[config.mk]
export PLATFORM = sky130hd
export DESIGN_NAME = vga_rect_arbiter
export DESIGN_NICKNAME = d
export VERILOG_FILES = /design/src/rtl/vga_rect_arbiter.sv
export SDC_FILE = /design/constraint.sdc
export NUM_CORES = 1
export LEC_CHECK = 0
export ABC_CLOCK_PERIOD_IN_PS = 4400
export CORE_ASPECT_RATIO = 0.5
export CORE_MARGIN = 4
export CORE_UTILIZATION = 48
export CTS_CLUSTER_SIZE = 30
export DETAILED_ROUTE_END_ITERATION = 12
export HOLD_SLACK_MARGIN = 0.06
export PLACE_DENSITY = 0.85
export SLEW_MARGIN = 5
export SYNTH_ARGS = -nofsm -noshare
export SYNTH_HDL_FRONTEND = slang
export SYNTH_SLANG_ARGS = --single-unit
[constraint.sdc]
create_clock -name clk -period 4.4 [get_ports clk]
set_clock_uncertainty 0.05 [all_clocks]
set_input_delay 0.66 -clock clk [delete_from_list [all_inputs] [get_ports clk]]
set_output_delay 0.66 -clock clk [all_outputs]
set_load 0.03 [all_outputs]
[src/rtl/vga_rect_arbiter.sv]
// vga_rect_arbiter: round-robin share of the vga_adapter write port among
// NUM_REQ rectangle-drawing clients. The winner's rectangle is latched and
// emitted one pixel per clock, row-major.
// Optional build macro: RECT_CLIP_EN (suppress plot for off-screen pixels).
module vga_rect_arbiter #(
  parameter int NUM_REQ  = 3,
  parameter int DIM_W    = 5,
  parameter int SCREEN_W = 160,
  parameter int SCREEN_H = 120
) (
  input  logic                     clk,
  input  logic                     reset,
  input  logic [NUM_REQ-1:0]       req,
  input  logic [8*NUM_REQ-1:0]     rect_x,
  input  logic [7*NUM_REQ-1:0]     rect_y,
  input  logic [DIM_W*NUM_REQ-1:0] rect_w,
  input  logic [DIM_W*NUM_REQ-1:0] rect_h,
  input  logic [6*NUM_REQ-1:0]     rect_colour,
  output logic [NUM_REQ-1:0]       gnt,
  output logic [NUM_REQ-1:0]       done,
  output logic                     busy,
  output logic [7:0]               x,
  output logic [6:0]               y,
  output logic [5:0]               colour,
  output logic                     plot
);

  localparam int PW = (NUM_REQ > 1) ? $clog2(NUM_REQ) : 1;
`ifdef RECT_CLIP_EN
  localparam int XFW = 9;  // full-width sums are needed for the clip test
  localparam int YFW = 8;
`else
  localparam int XFW = 8;  // only the truncated coordinate is ever used
  localparam int YFW = 7;
`endif
  localparam logic [NUM_REQ-1:0] ONE = NUM_REQ'(1);

  typedef enum logic [1:0] {IDLE, LOAD, DRAW, DONE} state_t;

  state_t           state;
  logic [PW-1:0]    rr_ptr, win, pick;
  logic [7:0]       lx0, pick_x;
  logic [6:0]       ly0, pick_y;
  logic [DIM_W-1:0] lw, lh, pick_w, pick_h, col, row, ncol, nrow;
  logic [5:0]       lcol, pick_c;
  logic             found, last_col, last_pix, vis;
  logic [XFW-1:0]   xf;
  logic [YFW-1:0]   yf;
  int               idx;

  // Round-robin pick: first requester at or above rr_ptr, wrapping; mux its fields.
  always_comb begin
    pick   = '0;
    found  = 1'b0;
    idx    = 0;
    pick_x = '0;
    pick_y = '0;
    pick_w = '0;
    pick_h = '0;
    pick_c = '0;
    for (int i = 0; i < NUM_REQ; i++) begin
      idx = int'(rr_ptr) + i;
      if (idx >= NUM_REQ) idx = idx - NUM_REQ;
      if (!found && req[idx]) begin
        found = 1'b1;
        pick  = PW'(idx);
      end
    end
    for (int i = 0; i < NUM_REQ; i++) begin
      if (PW'(i) == pick) begin
        pick_x = rect_x[8*i +: 8];
        pick_y = rect_y[7*i +: 7];
        pick_w = rect_w[DIM_W*i +: DIM_W];
        pick_h = rect_h[DIM_W*i +: DIM_W];
        pick_c = rect_colour[6*i +: 6];
      end
    end
  end

  // Next pixel position: (0,0) when leaving LOAD, otherwise row-major step.
  always_comb begin
    last_col = (col == lw - DIM_W'(1));
    last_pix = last_col && (row == lh - DIM_W'(1));
    if (state == LOAD) begin
      ncol = '0;
      nrow = '0;
    end else if (last_col) begin
      ncol = '0;
      nrow = row + DIM_W'(1);
    end else begin
      ncol = col + DIM_W'(1);
      nrow = row;
    end
    xf = XFW'(lx0) + XFW'(ncol);
    yf = YFW'(ly0) + YFW'(nrow);
`ifdef RECT_CLIP_EN
    vis = (xf < XFW'(SCREEN_W)) && (yf < YFW'(SCREEN_H));
`else
    vis = 1'b1;
`endif
  end

  // Arbitration / scan FSM with registered outputs; pixel outputs hold unless emitting.
  always_ff @(posedge clk) begin
    if (reset) begin
      state  <= IDLE;
      rr_ptr <= '0;
      win    <= '0;
      lx0    <= '0;
      ly0    <= '0;
      lw     <= '0;
      lh     <= '0;
      lcol   <= '0;
      col    <= '0;
      row    <= '0;
      gnt    <= '0;
      done   <= '0;
      busy   <= 1'b0;
      x      <= '0;
      y      <= '0;
      colour <= '0;
      plot   <= 1'b0;
    end else begin
      gnt  <= '0;
      done <= '0;
      plot <= 1'b0;
      case (state)
        IDLE: if (|req) begin
          win   <= pick;
          lx0   <= pick_x;
          ly0   <= pick_y;
          lw    <= pick_w;
          lh    <= pick_h;
          lcol  <= pick_c;
          gnt   <= ONE << pick;
          busy  <= 1'b1;
          state <= LOAD;
        end
        LOAD: begin
          rr_ptr <= (win == PW'(NUM_REQ - 1)) ? '0 : win + PW'(1);
          col    <= '0;
          row    <= '0;
          if (lw == '0 || lh == '0) begin
            done  <= ONE << win;
            state <= DONE;
          end else begin
            x      <= xf[7:0];
            y      <= yf[6:0];
            colour <= lcol;
            plot   <= vis;
            state  <= DRAW;
          end
        end
        DRAW: begin
          if (last_pix) begin
            done  <= ONE << win;
            state <= DONE;
          end else begin
            col    <= ncol;
            row    <= nrow;
            x      <= xf[7:0];
            y      <= yf[6:0];
            colour <= lcol;
            plot   <= vis;
          end
        end
        DONE: begin
          busy  <= 1'b0;
          state <= IDLE;
        end
        default: state <= IDLE;
      endcase
    end
  end

endmodule
==> flow_metrics.py, run 1 <==
metrics = {
    "status": {
        "status": "finished, final reports clean",
    },
    "synth": {
        "synth.largest_area_cell": "dfxtp_1",
        "syn_inst": 542,
        "syn_area_per_cell_um2": 8.25,
        "ys_ff_latch": 76,
        "synth_area_mm2": 0.00447,
        "synth_top_cell_area_share_pct": 34.0,
        "ys_seq_area_share_pct": 34.0,
        "synth_cell_type_count": 46,
        "synthTopCellsByArea": "dfxtp_1 34%, mux2i_1 9.0%, a21oi_1 6.2%",
        "synth_nets": 663,
        "yosys_warnings": 0,
    },
    "drt": {
        "post_drt_via_cell_ratio": 5.57,
        "highest_layer": "met4",
        "m1WireLength_um": 5490,
        "routedWlPerCell_um": 15.9,
        "ant_nets": 0,
        "drcViolationCount": 0,
        "dr_wl_met3_um": 1080,
        "dr.pass1.iters": 5,
        "drt_iter0_markers": 230,
        "route.met2.wl_um": 5500,
        "num_vias": 4314,
        "drt-total-wl_um": 12300,
    },
    "placement": {
        "gp_congestion": 0.887,
        "dp_hpwl_um": 9110,
        "port_buffers": 126,
    },
    "cts": {
        "cts-buffers-inserted": 9,
        "path_clk_slew_ns": 0.05,
        "cts-root-buf": "clkbuf_16",
        "cts_hold_buf": 0,
        "cts_resized": 0,
        "worstSkewPairLatency_ns": 0.34,
        "postCtsSetupBuffers": 0,
        "cts_tree": "done",
        "htreeDepth": 3,
        "cts_max_path_buffers": 2,
        "cts_sinks": 76,
    },
    "timing": {
        "finalHoldViolations": 0,
        "report.final.slew_viol_count": 0,
        "finalSetupTns_ns": 0,
        "max-slew-margin-rel_pct": 44.0,
        "fin_crit_sh_pct": 76.7,
        "setup_viol": 0,
        "rsz0062_at_grt": "no",
        "finalCriticalPeriod_ns": 3.38,
        "tightestPinTransition_ns": 0.839,
        "max_freq_ghz": 0.296,
    },
    "global_route": {
        "grt_pass1_vias": 4055,
        "grt_max_degree": 31,
        "grt_usage_pct": 22.4,
        "grt_first_pass_wirelength_um": 19800,
        "antenna_found_initial": 0,
        "gr-total-overflow": 0,
    },
    "worst_hold_path": {
        "whs_path_depth": 2,
        "hp-class": "register to register",
    },
    "final_layout": {
        "utilization_pct": 68.9,
        "area_growth_pct": 36.9,
        "final_nets": 775,
        "drive_above_1_share_pct": 5.02,
        "antenna_cells": 0,
    },
    "floorplan": {
        "die_h_um": 76.2,
        "rows": 24,
        "core_area_mm2": 0.00889,
        "dieArea_mm2": 0.0110,
        "ioPinCount": 127,
        "fp.dieW_um": 144,
        "start_util_pct": 50.3,
    },
    "run": {
        "max-cap-violations": 0,
    },
    "pwr": {
        "power.leakage_nw": 2.36,
        "pwr_density_cell_mw_per_mm2": 538,
        "ir_drop_mv": 0.216,
        "finalPower_mw": 3.29,
    },
    "worst_setup_path": {
        "reg2reg_depth": 16,
        "cp.required_ns": 4.61,
        "critical_path_class": "register to register",
        "cp-end-kind": "register",
        "arrival_ns": 3.58,
        "cp-start-kind": "register",
        "crit_fanout": 8,
    },
}
==> cell usage in the layout (no fill, tap or decap), drive strengths merged, types with 8 or more instances in the layout <==
cell type and n:
dfxtp 76, nor2 64, clkbuf 12, nand3 20, a21oi 55, clkdlybuf4s50 126, a31oi 17, mux2i 40
nor3 14, nand2 41, o21ai 9, ha 21, buf 12, xnor2 17, inv 21, nor2b 8
xor2 13, a22o 31
==> cells by family (layout without fill, tap and decap cells) <==
| kind of cell | Yosys count | in the layout | share of synthesized area (%) |
|---|---|---|---|
| XOR/XNOR | 30 | 30 | 5.88 |
| flip-flops | 76 | 76 | 34.0 |
| AND/OR/NAND/NOR | 178 | 178 | 18.9 |
| adder cells (fa/ha/maj) | 23 | 23 | 6.77 |
| AO/OA/AOI/OAI | 137 | 137 | 20.2 |
| buffers and inverters | 58 | 173 | 5.23 |
| multiplexers | 40 | 40 | 8.96 |
==> metrics by stage <==
| stage | instances | cell area, um2 | setup slack, ns | hold WS [ns] |
|---|---|---|---|---|
| finish | 774 | 6120 | 1.02 | 0.429 |
| global route | 774 | 6120 | 0.683 | 0.460 |
| CTS | 774 | 6120 | 0.984 | 0.431 |
| detailed placement | 760 | 5830 | 1.07 | 0.415 |
| global placement | 760 | 5830 | 1.19 | 0.412 |
| floorplan | 542 | 4470 | 1.13 | 0.397 |
==> report_power, final <==
part | internal (mW) | switching, mW | total [mW]
clock network | 0.462 | 0.265 | 0.727
logic | 0.661 | 0.855 | 1.52
registers | 0.876 | 0.174 | 1.05
total | 2.00 | 1.29 | 3.29
==> Yosys cell counts (all sizes together) <==
library cell  number
o21bai             2
nor4b              1
a22oi              4
a221oi             3
clkbuf            22
xor2              13
nor3              14
nand2             41
buf               15
or2                1
ha                21
o22a               1
a22o              31
nor4               4
and2               3
o21ai              9
a31oi             17
a211oi             5
or4                2
nand3             20
o2bb2ai            2
inv               21
a21o               5
nor3b              4
o221ai             1
o221a              1
and3               2
dfxtp             76
o211ai             1
xnor2             17
a21oi             55
or4b               2
nand2b             7
or3                1
nor2              64
fa                 2
nor2b              8
nand3b             4
mux2i             40
==> sequential cells by signal (all words and copies together) (netlist names) <==
| signal | count |
|---|---|
| lx0 | 8 |
| x | 8 |
| ly0 | 7 |
| y | 7 |
| colour | 6 |
| lcol | 6 |
| col | 5 |
| lh | 5 |
| lw | 5 |
| row | 5 |
| done | 3 |
| gnt | 3 |
| rr_ptr | 2 |
| state | 2 |
| win | 2 |
| busy | 1 |
| plot | 1 |
==> worst paths after layout <==
path	startpoint	endpoint	slack [ns]
hold reg to reg	lcol[5]	colour[5]	0.43
hold / removal	lcol[5]	colour[5]	0.43
setup reg to reg	lw[0]	y[6]	1.02
setup / recovery	lw[0]	y[6]	1.02
==> per-layer routing <==
layer,global-route usage [%],vias to the layer above
met5,0,-
met2,33.9,166
met3,6.52,22
li1,-,2147
met1,30.7,1979
met4,6.98,0
==> critical path: stages, from the launching register on <==
cell      delay (ns)
dfxtp_1         0.38
inv_1           0.06
ha_1            0.31
xor2_1          0.16
nand3_1         0.19
nor3_4          0.39
xnor2_1         0.17
nor2_1          0.06
ha_1            0.21
fa_1            0.40
a21oi_1         0.14
nor2_1          0.05
nor2_1          0.18
nor2b_1         0.07
o21ai_0         0.19
xnor2_1         0.09
a211oi_1        0.21
==> layout make-up <==
| type | instances | area [um2] |
|---|---|---|
| flip-flops and latches | 76 | 1520 |
| clock inverters | 2 | 35.0 |
| well taps | 117 | 146 |
| fillers | 730 | 2770 |
| multi-input cells | 408 | 2730 |
| repair buffers | 138 | 1350 |
| inverters | 21 | 78.8 |
| clock buffers | 12 | 256 |
No activity file was read; power rests on OpenSTA's default activity.
==> run 2: changes to the inputs <==
- ABC_CLOCK_PERIOD_IN_PS: 4400 -> 2800
- CORE_UTILIZATION: 48 -> 44
- PLACE_DENSITY: 0.85 -> 0.83
- clock period: 4.4 -> 2.8 ns (I/O delays scaled with it)
==> run 2 against run 1 <==
  * The flow now finishes with violations (negative setup slack)
  * Clock power rose by 62%
  * Largest cell class unchanged
  * Register-to-register slack got worse by 1.3 ns
  * Global-route usage decreased by 0.46 points
  * Largest power group unchanged
  * Cell count rose by 7.2%
  * Die area grew 8.3%
  * First-iteration DRC count increased by 25%
  * Sequential share of layout area decreased by 1.6 points
  * Via count increased by 3.8%
==> flow_metrics.py, run 2 (same netlist as run 1, synthesis figures left out) <==
metrics = {
    "drt": {
        "drt-total-wl_um": 13400,
        "drcViolationCount": 0,
        "dr_wl_met3_um": 997,
        "highest_layer": "met4",
        "dr.pass1.iters": 5,
        "routedWlPerCell_um": 16.1,
        "route.met2.wl_um": 6080,
        "ant_nets": 0,
        "post_drt_via_cell_ratio": 5.39,
        "num_vias": 4476,
        "m1WireLength_um": 5950,
        "drt_iter0_markers": 287,
    },
    "cts": {
        "cts_sinks": 76,
        "path_clk_slew_ns": 0.06,
        "worstSkewPairLatency_ns": 0.34,
        "cts-buffers-inserted": 9,
        "cts_max_path_buffers": 2,
        "cts_tree": "done",
        "htreeDepth": 3,
        "cts-root-buf": "clkbuf_16",
    },
    "pwr": {
        "pwr_density_cell_mw_per_mm2": 852,
        "ir_drop_mv": 0.403,
        "p_comb_share_pct": 49.5,
        "finalPower_mw": 5.60,
        "swShare_pct": 39.7,
        "p_seq_share_pct": 29.5,
        "p_sw_mw": 2.22,
        "power.leakage_nw": 2.57,
        "clkPwrFrac_pct": 21.0,
        "intPower_mw": 3.37,
    },
    "worst_hold_path": {
        "min-delay-start": "lcol[4]",
        "hp-class": "register to register",
        "hold_end": "colour[4]",
        "whs_path_depth": 2,
    },
    "timing": {
        "rsz0062_at_grt": "yes",
        "finalCriticalPeriod_ns": 3.03,
        "fin_crit_sh_pct": 108,
        "setup_viol": 8,
        "report.final.slew_viol_count": 0,
        "max_freq_ghz": 0.330,
        "tightestPinTransition_ns": 0.557,
        "setup_ws_ns": -0.231,
        "finalHoldViolations": 0,
        "max-slew-margin-rel_pct": 62.3,
    },
    "final_layout": {
        "layout_commonest_cell": "clkdlybuf4s50_1",
        "final_nets": 811,
        "fill_cells": 719,
        "utilization_pct": 68.0,
        "top_regs": "lx0 x8, x x8",
        "antenna_cells": 0,
        "drive_above_1_share_pct": 13.5,
        "final_cell_mix": "126 x clkdlybuf4s50_1, 74 x dfxtp_1, 62 x nor2_1",
        "area_growth_pct": 47.0,
    },
    "worst_setup_path": {
        "arrival_ns": 3.24,
        "cp-start-kind": "register",
        "reg2reg_depth": 17,
        "rr_endpoint": "y[4]",
        "cp-end-kind": "register",
        "cp.required_ns": 3.01,
        "r2r_slack_ns": -0.23,
        "critical_path_class": "register to register",
        "timing.rr.start": "lw[0]",
        "crit_fanout": 4,
    },
    "status": {
        "status": "finished, violations left",
        "violations": "negative setup slack",
    },
    "placement": {
        "port_buffers": 126,
        "dp_hpwl_um": 9990,
        "gp_congestion": 0.877,
        "post-place-ws_ns": -0.275,
    },
    "floorplan": {
        "ioPinCount": 127,
        "rows": 25,
        "start_util_pct": 46.3,
        "die_h_um": 79.3,
        "core_area_mm2": 0.00967,
        "fp.dieW_um": 151,
        "dieArea_mm2": 0.0119,
    },
    "global_route": {
        "grt_max_degree": 34,
        "grt_usage_pct": 21.9,
        "gr-total-overflow": 0,
        "grt_first_pass_wirelength_um": 20900,
        "antenna_found_initial": 0,
        "grt_pass1_vias": 4284,
    },
    "run": {
        "max-cap-violations": 0,
    },
}
==> run 2: worst max-delay path by stage <==
| stage | from | end | slack [ns] | depth (start not counted) |
|---|---|---|---|---|
| finish | lw[0] | y[4] | -0.23 | 17 |
| global route | lw[0] | x[6] | -0.49 | 17 |
| CTS | lw[0] | y[4] | -0.20 | 18 |
| detailed placement | lw[0] | x[6] | -0.27 | 18 |
| global placement | lw[0] | x[6] | -0.07 | 17 |
| floorplan | lw[0] | y[6] | -0.19 | 17 |
==> run 2: cell type report <==
cell class | count | area (um2) | area share (%)
clock inverter | 6 | 63.8 | 0.971
multi-input combinational | 408 | 2840 | 43.2
clock buffer | 10 | 239 | 3.64
tap | 135 | 169 | 2.57
timing repair buffer | 174 | 1650 | 25.1
inverter | 21 | 81.3 | 1.24
sequential | 76 | 1530 | 23.2
==> run 2: critical path, stage by stage (launching register included) <==
cell	delay [ns]
dfxtp_4	0.38
inv_4	0.04
ha_4	0.25
xor2_1	0.16
nand3_2	0.11
nor3_4	0.22
buf_6	0.15
xnor2_2	0.11
nor2_1	0.06
ha_2	0.20
fa_2	0.36
a21oi_2	0.12
nor2_1	0.05
nor2_1	0.16
buf_4	0.15
xnor2_2	0.13
nand2_1	0.08
a31oi_1	0.19
==> run 2: repair_timing <==
item,CTS,global route
hold buffers,0,0
endpoints found under the setup margin,10,10
pin swaps,9,5
buffers inserted,5,0
resized for setup,9,5
==> run 2: power groups by stage <==
stage                     logic (mW)  clock network (mW)  registers [mW]
after detailed placement        2.61                   0            1.65
final                           2.77                1.18            1.65
after floorplan                 1.57                   0            1.75
after global placement          2.54                   0            1.64
after global routing            2.98                1.23            1.68
after CTS                       2.70                1.18            1.63
==> run 2: stage by stage <==
| step | cells | hold slack [ns] | cell area [um2] | TNS [ns] |
|---|---|---|---|---|
| 3_5_place_dp | 809 | 0.415 | 6160 | -1.61 |
| 3_3_place_gp | 809 | 0.408 | 6160 | -0.278 |
| 5_1_grt | 830 | 0.437 | 6570 | -3.40 |
| 6_report | 830 | 0.426 | 6570 | -1.37 |
| 4_1_cts | 830 | 0.425 | 6540 | -0.896 |
| 2_1_floorplan | 542 | 0.397 | 4530 | -0.370 |
==> run 2: layer usage <==
metal  vias up  track usage, %
li1       2214               -
met1      2064            29.0
met2       162            35.5
met3        36            5.47
met4         0            6.66
met5         -               0
==> run 3: changes to the inputs <==
- REMOVE_ABC_BUFFERS: default -> 1
==> run 3 against run 2 <==
  * The run still ends with negative setup slack left
  * Die area is the same
  * First-iteration DRC count grew 22%
  * Count of clock-buffer cells in the layout is the same
  * Sequential power is essentially flat
  * Critical endpoint is now y[6]
  * Largest cell class unchanged
==> flow_metrics.py, run 3 (same netlist as run 1, synthesis figures left out) <==
metrics = {
    "status": {
        "status": "finished, violations left",
        "violations": "negative setup slack",
    },
    "final_layout": {
        "top_regs": "lx0 x8, x x8",
        "fill_cells": 656,
        "final_nets": 818,
        "antenna_cells": 0,
        "seq_area_mm2": 0.00152,
        "area_growth_pct": 50.3,
        "drive_above_1_share_pct": 17.2,
        "final_cell_mix": "125 x clkdlybuf4s50_1, 74 x dfxtp_1, 59 x nor2_1",
        "layout_commonest_cell": "clkdlybuf4s50_1",
        "multi_input_area_mm2": 0.00292,
        "final_cell_area_mm2": 0.00672,
    },
    "cts": {
        "cts_max_path_buffers": 2,
        "cts-root-buf": "clkbuf_16",
        "cts_sinks": 76,
        "cts_tree": "done",
        "worstSkewPairLatency_ns": 0.35,
        "cts_hold_buf": 0,
        "path_clk_slew_ns": 0.06,
        "cts-buffers-inserted": 9,
        "htreeDepth": 3,
    },
    "timing": {
        "finalCriticalPeriod_ns": 3.14,
        "report.final.slew_viol_count": 0,
        "tightestPinTransition_ns": 0.560,
        "rsz0062_at_grt": "yes",
        "finalHoldViolations": 0,
        "max_freq_ghz": 0.318,
        "max-slew-margin-rel_pct": 62.6,
        "setup_viol": 9,
        "fin_crit_sh_pct": 112,
        "setup_ws_ns": -0.344,
    },
    "drt": {
        "routedWlPerCell_um": 16.8,
        "post_drt_via_cell_ratio": 5.60,
        "dr.pass1.iters": 7,
        "num_vias": 4684,
        "drcViolationCount": 0,
        "ant_nets": 0,
        "drt-total-wl_um": 14000,
        "drt_iter0_markers": 351,
    },
    "worst_setup_path": {
        "critical_path_class": "register to register",
        "cp.required_ns": 3.01,
        "crit_fanout": 5,
        "cp-end-kind": "register",
        "cp-start-kind": "register",
        "arrival_ns": 3.36,
    },
    "worst_hold_path": {
        "hp-class": "register to register",
    },
    "floorplan": {
        "rows": 25,
        "dieArea_mm2": 0.0119,
        "die_h_um": 79.3,
        "ioPinCount": 127,
        "core_area_mm2": 0.00967,
        "start_util_pct": 46.3,
        "fp.dieW_um": 151,
    },
    "pwr": {
        "power.leakage_nw": 2.64,
        "pwr_density_cell_mw_per_mm2": 867,
        "ir_drop_mv": 0.369,
        "finalPower_mw": 5.83,
    },
    "global_route": {
        "grt_usage_pct": 22.3,
        "grt_pass1_vias": 4446,
        "grt_max_degree": 33,
        "antenna_found_initial": 0,
        "grt_first_pass_wirelength_um": 21400,
        "gr-total-overflow": 0,
    },
    "placement": {
        "dp_hpwl_um": 9090,
        "port_buffers": 126,
        "gp_congestion": 0.854,
        "dpl_cell_area_mm2": 0.00610,
    },
    "run": {
        "max-cap-violations": 0,
    },
}
run 3: changes by cell type in the layout (fill, tap and decap cells not counted), moves of 3 or more:
cell	change
nor2_2	+3
buf_4	+4
inv_2	+3
nand2_2	+3
buf_6	+4
nand2_1	-3
nor2_1	-3
run 3: per-layer routing:
metal	routed length [um]	vias up	global-route usage, %
met1	5920	2191	27.3
met3	1020	55	5.64
met4	552	0	7.39
met5	0	-	0
li1	-	2231	-
met2	6550	207	38.4
run 3: through the flow:
step	instances	setup slack (ns)	setup TNS, ns	utilization [%]	hold slack, ns
final	837	-0.344	-2.14	69.5	0.423
after global routing	837	-0.562	-3.83	69.5	0.442
after CTS	832	-0.121	-0.741	68.0	0.426
after detailed placement	810	-0.321	-2.47	63.1	0.417
after global placement	810	-0.194	-1.30	63.1	0.411
after floorplan	505	-1.01	-27.95	-	0.385
run 3: worst paths after layout:
check | startpoint | end | slack, ns | depth (start not counted)
max | lw[0] | y[6] | -0.34 | 17
min | lcol[1] | colour[1] | 0.42 | 2
max reg2reg | lw[0] | y[6] | -0.34 | 17
min reg2reg | lcol[1] | colour[1] | 0.42 | 2
run 3: worst max-delay path, cell delays in order, from the launching register on:
cell and delay, ns:
dfxtp_2 0.34, inv_2 0.05, ha_4 0.17, xor2_1 0.14
o21ai_1 0.16, a21oi_2 0.07, nor3_4 0.29, buf_4 0.17
mux2i_2 0.22, nor2_2 0.08, fa_2 0.37, a21oi_2 0.13
nor2_1 0.06, nor2_1 0.19, nor2b_1 0.10, o21ai_1 0.19
xnor2_1 0.09, a211oi_1 0.18
run 3: layout make-up:
class,count,area share (%)
well taps,135,2.51
clock inverters,6,1.30
inverters,21,1.17
flip-flops and latches,76,22.7
repair buffers,181,25.3
multi-input cells,408,43.5
clock buffers,10,3.56
run 3: where the power goes:
| part | switching [mW] | total, mW | internal, mW |
|---|---|---|---|
| sequential | 0.246 | 1.62 | 1.38 |
| clock | 0.470 | 1.27 | 0.802 |
| combinational | 1.58 | 2.93 | 1.35 |
| total | 2.29 | 5.83 | 3.53 |
run 3: what timing repair did:
item	CTS	global route
setup endpoints to repair	11	11
pin swaps	26	18
buffers inserted	6	7
resized for setup	27	25
